===== src/rtl/regfile_scoreboard.sv =====
// ============================================================================
// Module   : regfile_scoreboard
// Purpose  : GPR file with bypassed reads and a per-register pending-write
//            scoreboard that raises decode stalls on operand hazards.
// Revision : 1.0 - initial release
// ============================================================================
`default_nettype none

module regfile_scoreboard #(
    parameter int IALU_WORD_WIDTH = 16,
    parameter int REG_IDX_WIDTH   = 4,
    parameter int PEND_CNT_WIDTH  = 2
) (
    input  logic                          clock,
    input  logic                          reset,
    input  logic                          in_act_write_res_to_reg,
    input  logic [IALU_WORD_WIDTH-1:0]    in_res,
    input  logic [REG_IDX_WIDTH-1:0]      in_res_reg_idx,
    input  logic                          in_cancel_valid,
    input  logic [REG_IDX_WIDTH-1:0]      in_cancel_reg_idx,
    input  logic [REG_IDX_WIDTH-1:0]      in_rd_idx_a,
    input  logic [REG_IDX_WIDTH-1:0]      in_rd_idx_b,
    input  logic                          in_rd_use_a,
    input  logic                          in_rd_use_b,
    input  logic                          in_issue_valid,
    input  logic [REG_IDX_WIDTH-1:0]      in_issue_reg_idx,
    output logic [IALU_WORD_WIDTH-1:0]    out_rd_data_a,
    output logic [IALU_WORD_WIDTH-1:0]    out_rd_data_b,
    output logic                          out_stall,
    output logic [(2**REG_IDX_WIDTH)-1:0] out_busy_mask,
    output logic                          out_underflow_err
);

    localparam int NREGS = 2**REG_IDX_WIDTH;
    // One extra bit holds the signed net result (-2 .. max) of a counter update.
    localparam int SW    = PEND_CNT_WIDTH + 1;
    localparam logic [PEND_CNT_WIDTH-1:0] CNT_MAX = '1;

    logic [IALU_WORD_WIDTH-1:0] regs_q [NREGS];
    logic [PEND_CNT_WIDTH-1:0]  cnt_q  [NREGS];
    logic [PEND_CNT_WIDTH-1:0]  cnt_d  [NREGS];
    logic                       underflow_q;
    logic                       underflow_d;

    logic [NREGS-1:0] dec_wb;
    logic [NREGS-1:0] dec_cn;
    logic [NREGS-1:0] inc;
    logic             hazard_a;
    logic             hazard_b;
    logic             full_dest;
    logic             stall;

    always_comb begin
        dec_wb = '0;
        dec_cn = '0;
        for (int i = 0; i < NREGS; i++) begin
            dec_wb[i] = in_act_write_res_to_reg && (in_res_reg_idx == REG_IDX_WIDTH'(i));
            dec_cn[i] = in_cancel_valid && (in_cancel_reg_idx == REG_IDX_WIDTH'(i));
        end
    end

    // A source is ready once this cycle's retirements cover every pending writer.
    assign hazard_a = in_rd_use_a &&
        (SW'(cnt_q[in_rd_idx_a]) > (SW'(dec_wb[in_rd_idx_a]) + SW'(dec_cn[in_rd_idx_a])));
    assign hazard_b = in_rd_use_b &&
        (SW'(cnt_q[in_rd_idx_b]) > (SW'(dec_wb[in_rd_idx_b]) + SW'(dec_cn[in_rd_idx_b])));
    assign full_dest = in_issue_valid && (cnt_q[in_issue_reg_idx] == CNT_MAX) &&
        !dec_wb[in_issue_reg_idx] && !dec_cn[in_issue_reg_idx];
    assign stall = hazard_a || hazard_b || full_dest;

    always_comb begin
        logic [SW-1:0] sum;
        sum         = '0;
        inc         = '0;
        underflow_d = underflow_q;
        for (int i = 0; i < NREGS; i++) begin
            inc[i] = in_issue_valid && !stall && (in_issue_reg_idx == REG_IDX_WIDTH'(i));
            sum = SW'(cnt_q[i]) + SW'(inc[i]) - SW'(dec_wb[i]) - SW'(dec_cn[i]);
            if (sum[SW-1]) begin
                cnt_d[i]    = '0;
                underflow_d = 1'b1;
            end else begin
                cnt_d[i] = sum[PEND_CNT_WIDTH-1:0];
            end
        end
    end

    always_ff @(posedge clock) begin
        if (reset) begin
            for (int i = 0; i < NREGS; i++) begin
                regs_q[i] <= '0;
                cnt_q[i]  <= '0;
            end
            underflow_q <= 1'b0;
        end else begin
            if (in_act_write_res_to_reg) begin
                regs_q[in_res_reg_idx] <= in_res;
            end
            for (int i = 0; i < NREGS; i++) begin
                cnt_q[i] <= cnt_d[i];
            end
            underflow_q <= underflow_d;
        end
    end

    assign out_rd_data_a = (in_act_write_res_to_reg && (in_res_reg_idx == in_rd_idx_a))
                         ? in_res : regs_q[in_rd_idx_a];
    assign out_rd_data_b = (in_act_write_res_to_reg && (in_res_reg_idx == in_rd_idx_b))
                         ? in_res : regs_q[in_rd_idx_b];
    assign out_stall         = stall;
    assign out_underflow_err = underflow_q;

    generate
        for (genvar gi = 0; gi < NREGS; gi++) begin : g_busy
            assign out_busy_mask[gi] = |cnt_q[gi];
        end
    endgenerate

endmodule

`default_nettype wire


===== config.mk =====
export PLATFORM = sky130hd
export DESIGN_NAME = regfile_scoreboard
export DESIGN_NICKNAME = d
export VERILOG_FILES = /design/src/rtl/regfile_scoreboard.sv
export SDC_FILE = /design/constraint.sdc
export NUM_CORES = 1
export LEC_CHECK = 0
export ABC_AREA = 1
export CORE_ASPECT_RATIO = 0.7
export CORE_UTILIZATION = 48
export CTS_CLUSTER_SIZE = 40
export DETAILED_ROUTE_END_ITERATION = 8
export MAX_ROUTING_LAYER = met4
export PLACE_DENSITY_LB_ADDON = 0.3
export SYNTH_ARGS = -nofsm -noshare
export SYNTH_HDL_FRONTEND = slang
export SYNTH_SLANG_ARGS = --single-unit

===== constraint.sdc =====
create_clock -name clock -period 5.7 [get_ports clock]
set_clock_uncertainty 0.05 [all_clocks]
set_input_delay 0.57 -clock clock [delete_from_list [all_inputs] [get_ports clock]]
set_output_delay 0.57 -clock clock [all_outputs]
set_load 0.05 [all_outputs]

Yosys cells after proc, flatten, opt, wreduce, memory -nomap -nowiden
Memory sizes are Yosys's and may differ from the RTL's.
Cells that the tools add are included.
{"block": "classes", "bitwise": 16, "n_mux": 71, "eq_ne": 48, "add_sub_neg": 50, "n_reduce_logical": 82, "magnitude_cmp": 5}
{"operator": "equality test 4 bit (second input constant)", "count": 24}
{"operator": "subtractor 3 x 1 -> 3 bit", "count": 32}
{"operator": "2-to-1 mux 2 bit", "count": 32}
{"operator": "logical AND 1 bit", "count": 56}
{"operator": "adder 2 x 1 -> 3 bit", "count": 16}
{"operator": "equality test 4 x 3 -> 1 bit (second input constant)", "count": 12}
{"operator": "2-to-1 mux 16 bit", "count": 3}
{"operator": "OR reduction 2 bit", "count": 16}
{"operator": "2-to-1 mux 1 bit", "count": 29}
{"operator": "binary-select mux 1 bit (select 4 bit)", "count": 6}
{"operator": "equality test 4 x 2 -> 1 bit (second input constant)", "count": 6}
{"operator": "OR 1 bit", "count": 16}
{"operator": "nonzero test 16 bit", "count": 1}
{"operator": "OR reduction 16 bit", "count": 1}
{"operator": "less-than comparator 4 x 5 -> 1 bit (second input constant)", "count": 3}
{"operator": "equality test 4 x 1 -> 1 bit (second input constant)", "count": 3}
{"operator": "logical NOT 4 bit", "count": 3}
{"operator": "equality test 4 bit", "count": 2}
{"operator": "adder 1 x 1 -> 2 bit", "count": 2}
{"operator": "greater-than comparator 2 bit", "count": 2}
{"operator": "2-to-1 mux 4 bit", "count": 1}
{"operator": "logical NOT 1 bit", "count": 3}
{"operator": "equality test 2 bit (second input constant)", "count": 1}
{"operator": "logical OR 1 bit", "count": 2}
{"block": "totals", "output_inout_bits": 50, "input_bits": 43, "memories": 2, "ram_bits": 288, "elab_cells": 275, "ff_bits": 1}
{"memory": "regs_q", "depth": 16, "width": 16, "rd": 2, "rd_ports_with_merged_regs": 0, "write_ports": 16, "line_no": "39", "source": "logic [IALU_WORD_WIDTH-1:0] regs_q [NREGS];"}
{"memory": "cnt_q", "depth": 16, "width": 2, "rd": 19, "rd_ports_with_merged_regs": 0, "write_ports": 16, "line_no": "40", "source": "logic [PEND_CNT_WIDTH-1:0] cnt_q [NREGS];"}

Logic depth before layout (Yosys ltp)
{"block": "depth", "ltp_word": 31, "ltp_mapped": 30, "mapped_depth_nobuf": 30}

Least setup slack after synthesis
No wires, ideal clock.
{"block": "synth_path", "kind": "input to register", "startpoint": "input port in_rd_idx_b[0]", "endpoint": "register underflow_q (netlist: out_underflow_err)", "setup_slack_ns": 1.062, "setup_ns": 0.122, "cell_stages": 24, "required_ns": 5.528, "arrival_ns": 4.466, "path_buffers": 4, "path_cell_list": "buf_2 > buf_2 > buf_2 > clkbuf_1 > o211ai_1 > nand3_1 > nand3_1 > nand2_1 > inv_1 > ha_1 > ha_1 > a21oi_1 > a32o_1 > clkinv_1 > nand3_4 > nor2_1 > fa_1 > ha_1 > ha_1 > xor2_1 > nor4_1 > nand4_1 > nor3_1 > nor2_1"}
{"block": "synth_via", "elab_chain_len": 28, "word_cells_on_any_way": 92, "cone_classes": "add/sub (49); order compare (1); mux (19); reduce/logical (22); memory (1)"}
{"element": "from (decl)", "line_no": "22", "source": "input logic [REG_IDX_WIDTH-1:0] in_rd_idx_b,"}
{"element": "binary-select mux 1 bit (select 4 bit)", "line_no": "66", "source": "(SW'(cnt_q[in_rd_idx_b]) > (SW'(dec_wb[in_rd_idx_b]) + SW'(dec_cn[in_rd_idx_b])));"}
{"element": "2-to-1 mux 1 bit (implied by the code)", "line_no": "66"}
{"element": "adder 1 x 1 -> 2 bit", "line_no": "66"}
{"element": "greater-than comparator 2 bit *", "line_no": "66"}
{"element": "logical AND 1 bit *", "line_no": "65", "source": "assign hazard_b = in_rd_use_b &&"}
{"element": "logical OR 1 bit * (2 in series)", "line_no": "69", "source": "assign stall = hazard_a || hazard_b || full_dest;"}
{"element": "logical NOT 1 bit *", "line_no": "77", "source": "inc[i] = in_issue_valid && !stall && (in_issue_reg_idx == REG_IDX_WIDTH'(i));"}
{"element": "logical AND 1 bit *", "line_no": "77"}
{"element": "logical AND 1 bit", "line_no": "77"}
{"element": "adder 2 x 1 -> 3 bit", "line_no": "78", "source": "sum = SW'(cnt_q[i]) + SW'(inc[i]) - SW'(dec_wb[i]) - SW'(dec_cn[i]);"}
{"element": "subtractor 3 x 1 -> 3 bit (2 in series)", "line_no": "78"}
{"element": "2-to-1 mux 1 bit (15 in series)", "line_no": "79", "source": "if (sum[SW-1]) begin"}
{"element": "to (signal assigned)", "line_no": "102", "source": "underflow_q <= underflow_d;"}
{"element": "to (decl)", "line_no": "42", "source": "logic underflow_q;"}
Mark *: on every way between the ends. The rest lies on a longest branch, timed or not. The select of a mux whose other input is x is not followed.
A chain may end at the register's enable or synchronous reset.

Worst setup path in the final report
{"block": "layout_path", "startpoint": "input port in_cancel_valid", "endpoint": "register underflow_q (netlist: out_underflow_err)"}
{"block": "layout_via", "elab_chain_len": 29, "word_cells_on_any_way": 114, "cone_classes": "add/sub (50); order compare (2); mux (21); reduce/logical (41)"}
{"element": "from (decl)", "line_no": "19", "source": "input logic in_cancel_valid,"}
{"element": "logical AND 1 bit", "line_no": "58", "source": "dec_cn[i] = in_cancel_valid && (in_cancel_reg_idx == REG_IDX_WIDTH'(i));"}
{"element": "binary-select mux 1 bit (select 4 bit) (on tied branches)", "line_no": "64, 66"}
{"element": "2-to-1 mux 1 bit (on tied branches)", "line_no": "64, 66"}
{"element": "adder 1 x 1 -> 2 bit (on tied branches)", "line_no": "64, 66"}
{"element": "greater-than comparator 2 bit (on tied branches)", "line_no": "64, 66"}
{"element": "logical AND 1 bit (on tied branches)", "line_no": "63, 65"}
{"element": "logical OR 1 bit (2 in series)", "line_no": "69"}
{"element": "logical NOT 1 bit", "line_no": "77"}
{"element": "logical AND 1 bit (2 in series)", "line_no": "77"}
{"element": "adder 2 x 1 -> 3 bit", "line_no": "78"}
{"element": "subtractor 3 x 1 -> 3 bit (2 in series)", "line_no": "78"}
{"element": "2-to-1 mux 1 bit (15 in series)", "line_no": "79"}
Several ways; a longest one is shown, not always the timed one. The select of a mux whose other input is x is not followed.

==> impl_metrics.csv <==
group,metric,value,unit
clock_network,cts_tree,"yes",
cells_and_area,final_cells,2819,
worst_setup_path,setup.worst_path.end_class,"flop",
worst_setup_path,reg2reg_from,"cnt_q[0][1]$_SDFF_PP0_",
sta,period_share,92.0,%
yosys,syn_area,18400,um^2
flow_run,maxCapViolCount,0,
global_routing,grt_max_degree,98,
yosys,synth_cell_types,39,
yosys,synth_flop_cell,"edfxtp_1",
worst_setup_path,max_stage_delay,640,ps
global_routing,grt_pass1_vias,16101,
cells_and_area,stdcell_area,20700,um^2
detailed_routing,routed_wire_length_per_instance,23.7,um
yosys,yosys_warnings,0,
power_and_ir_drop,p_int,3860,uW
worst_setup_path,r2r-end,"out_underflow_err$_SDFFE_PP0P_",
floorplan,rows,59,
worst_setup_path,crit_required,6090,ps
worst_setup_path,path_common_cell,"inv_1",
sta,setup_viol,0,
global_routing,gr-usage-all-layers,34.9,%
placed_design,dp_hpwl,43200,um
yosys,synthesis.nets,2417,
power_and_ir_drop,p_clk_share,34.6,%
sta,hold_viol_final,0,
floorplan,die_y,166,um
min_path,hold_end,"out_underflow_err$_SDFFE_PP0P_",
floorplan,core_area,37400,um^2
power_and_ir_drop,p_leak,0.00856,uW
yosys,synth_commonest_cells,"nor2_1 (457), o21ai_0 (329), edfxtp_1 (256), inv_1 (252), nand2_1 (205)",
cells_and_area,layout-drive-gt1-share,6.44,%
sta,tns,0,ps
placed_design,gp_congestion,1.02,
clock_network,clock_tree.root_cell,"clkbuf_16",
worst_setup_path,cp_slowest_cell,"clkdlybuf4s50_1",
clock_network,clockBufferDepth,3,
sta,relSlewSlack,20.4,%
power_and_ir_drop,power_frac_seq,44.7,%
clock_network,cts_buffers,30,
yosys,synth_area_leaders,"edfxtp_1 (42%), nor2_1 (9.3%), o21ai_0 (9.0%), o211ai_1 (5.4%), inv_1 (5.2%)",
power_and_ir_drop,p_switching,1710,uW
detailed_routing,wirelength,66800,um
yosys,yosysSeqAreaShare,45.5,%
worst_setup_path,startpoint_type,"primary input",
worst_setup_path,ff2ff_setup_slack,1190,ps
placed_design,place_area,19700,um^2
yosys,synthArstFlopShare,0,%
yosys,synth_top_area_share,41.9,%
sta,worst_pin_slew,1190,ps
yosys,yosysMostFrequentCell,"nor2_1",
power_and_ir_drop,p_sw_share,30.7,%
global_routing,overflow,0,
floorplan,die-area,39000,um^2
placed_design,post-place-cells,2765,
worst_setup_path,reg2reg_depth,22,
min_path,hp-class,"flop to flop",
floorplan,initial_core_util,49.0,%
worst_setup_path,worst-path-max-fanout,8,
floorplan,die_w,236,um
worst_setup_path,cp_data_arrival_time,5630,ps
sta,layout_min_cycle_time,5250,ps
outcome,status,"finished clean",
clock_network,cts_sinks,289,
global_routing,antenna_found_initial,0,
sta,slew_viol_final,0,
clock_network,cts_max_level,1,
clock_network,post-cts-setup-buffers,0,
sta,rsz0062_at_grt,"no",
detailed_routing,firstDrtPassIters,6,
detailed_routing,via_count,17550,
yosys,yosys.area.top_type,"edfxtp_1",
placed_design,port_buffers,92,
cells_and_area,diodes,0,
power_and_ir_drop,peakVddDrop,221,uV
yosys,synth_edf_count,256,
global_routing,grt_pass1_wl,98500,um
detailed_routing,drc,0,
floorplan,ios,93,
sta,max_freq,0.191,GHz
detailed_routing,drt-vias-per-instance,6.23,
yosys,ys_ff_latch,289,
yosys,syn_inst,2304,
yosys,syn_avg_cell_area,7.96,um^2
clock_network,clk_pin_slew,60,ps
cells_and_area,final_nets,2422,
clock_network,cts_hold_buf,0,
detailed_routing,ant_nets,0,
power_and_ir_drop,p_comb_share,20.7,%
clock_network,ctsResizeCount,0,
cells_and_area,areaGrowthSynthToFinish,12.6,%
min_path,hold_depth,2,
power_and_ir_drop,total_power,5570,uW
min_path,hold_start,"out_underflow_err$_SDFFE_PP0P_",
clock_network,insertion_delay,580,ps
power_and_ir_drop,power_density,269,nW/um^2
detailed_routing,drt_iter0_markers,3150,
worst_setup_path,path_class,"primary input to flop",
-- routing by layer --
layer / vias to the layer above / track usage (%) / wire (um)
met4: 0 / 10.8 / 2020
met1: 8195 / 48.5 / 27000
met3: 172 / 7.40 / 9170
met2: 1319 / 50.9 / 28600
met5: - / - / 0
li1: 7864 / - / -
-- logic make-up (layout without fill, tap and decap cells) --
| group | after synthesis | after routing | share of synthesized area (%) |
|---|---|---|---|
| AND/OR/NAND/NOR | 807 | 807 | 18.0 |
| AO/OA/AOI/OAI | 687 | 687 | 21.0 |
| flip-flops | 289 | 289 | 45.5 |
| adder cells (fa/ha/maj) | 70 | 70 | 5.43 |
| XOR/XNOR | 16 | 16 | 0.764 |
| buffers and inverters | 435 | 462 | 9.33 |
-- area by class of cell --
type | count | area, um^2
clock buffer | 41 | 813
timing repair buffer | 151 | 1530
inverter | 257 | 965
clock inverter | 13 | 110
fill | 3402 | 16800
sequential | 289 | 8350
tap | 488 | 611
multi-input combinational | 1580 | 8290
-- state kept, by name, indices dropped and copies added, names as in the netlist --
register / cells
regs_q: 256
cnt_q: 32
out_underflow_err: 1
-- power groups by stage --
stage	clock, uW	sequential [uW]	combinational (uW)
6_report	1930	2490	1150
2_1_floorplan	0	2510	684
3_5_place_dp	0	2530	1120
4_1_cts	1930	2490	1120
3_3_place_gp	0	2530	1100
5_1_grt	2010	2500	1220
-- how the worst max path moves through the flow --
stage                              start                             end  slack (ps)  cells past startpoint
floorplan                 in_rd_idx_b[0]  out_underflow_err$_SDFFE_PP0P_        1060                     24
global placement    in_cancel_reg_idx[1]  out_underflow_err$_SDFFE_PP0P_          80                     29
detailed placement       in_cancel_valid  out_underflow_err$_SDFFE_PP0P_          50                     28
CTS                      in_cancel_valid  out_underflow_err$_SDFFE_PP0P_         640                     27
global route             in_cancel_valid  out_underflow_err$_SDFFE_PP0P_          90                     27
finish                   in_cancel_valid  out_underflow_err$_SDFFE_PP0P_         450                     29
-- stage by stage --
step	hold slack, ps	setup WS, ps	utilization (%)
after CTS	464	641	55.2
after detailed placement	449	50.9	52.7
final	463	454	55.2
after floorplan	518	1060	-
after global routing	498	87.2	55.2
after global placement	446	75.8	52.7
-- placed cells by master (no fill, tap or decap), types with 10 or more instances in the layout --
cell type        count
clkdlybuf4s50_1     70
edfxtp_1           256
a31oi_1             32
inv_1              250
buf_12              17
nand3_1             99
xor2_1              10
or2_2               14
nor2_1             457
ha_1                54
buf_4               62
clkbuf_16           31
dfxtp_1             33
fa_1                16
nand4_1             17
o211ai_1           131
nand2_1            205
a21oi_1            179
o21ai_0            329
clkbuf_1            10
-- worst max-delay path: cells and delay by family --
family | cells | cell delay, ps
simple gates | 11 | 1710
xor+xnor | 1 | 160
compound gates | 4 | 530
fa+ha+maj | 5 | 1390
buf+inv | 8 | 1240
Power figures use the tool's default switching activity.
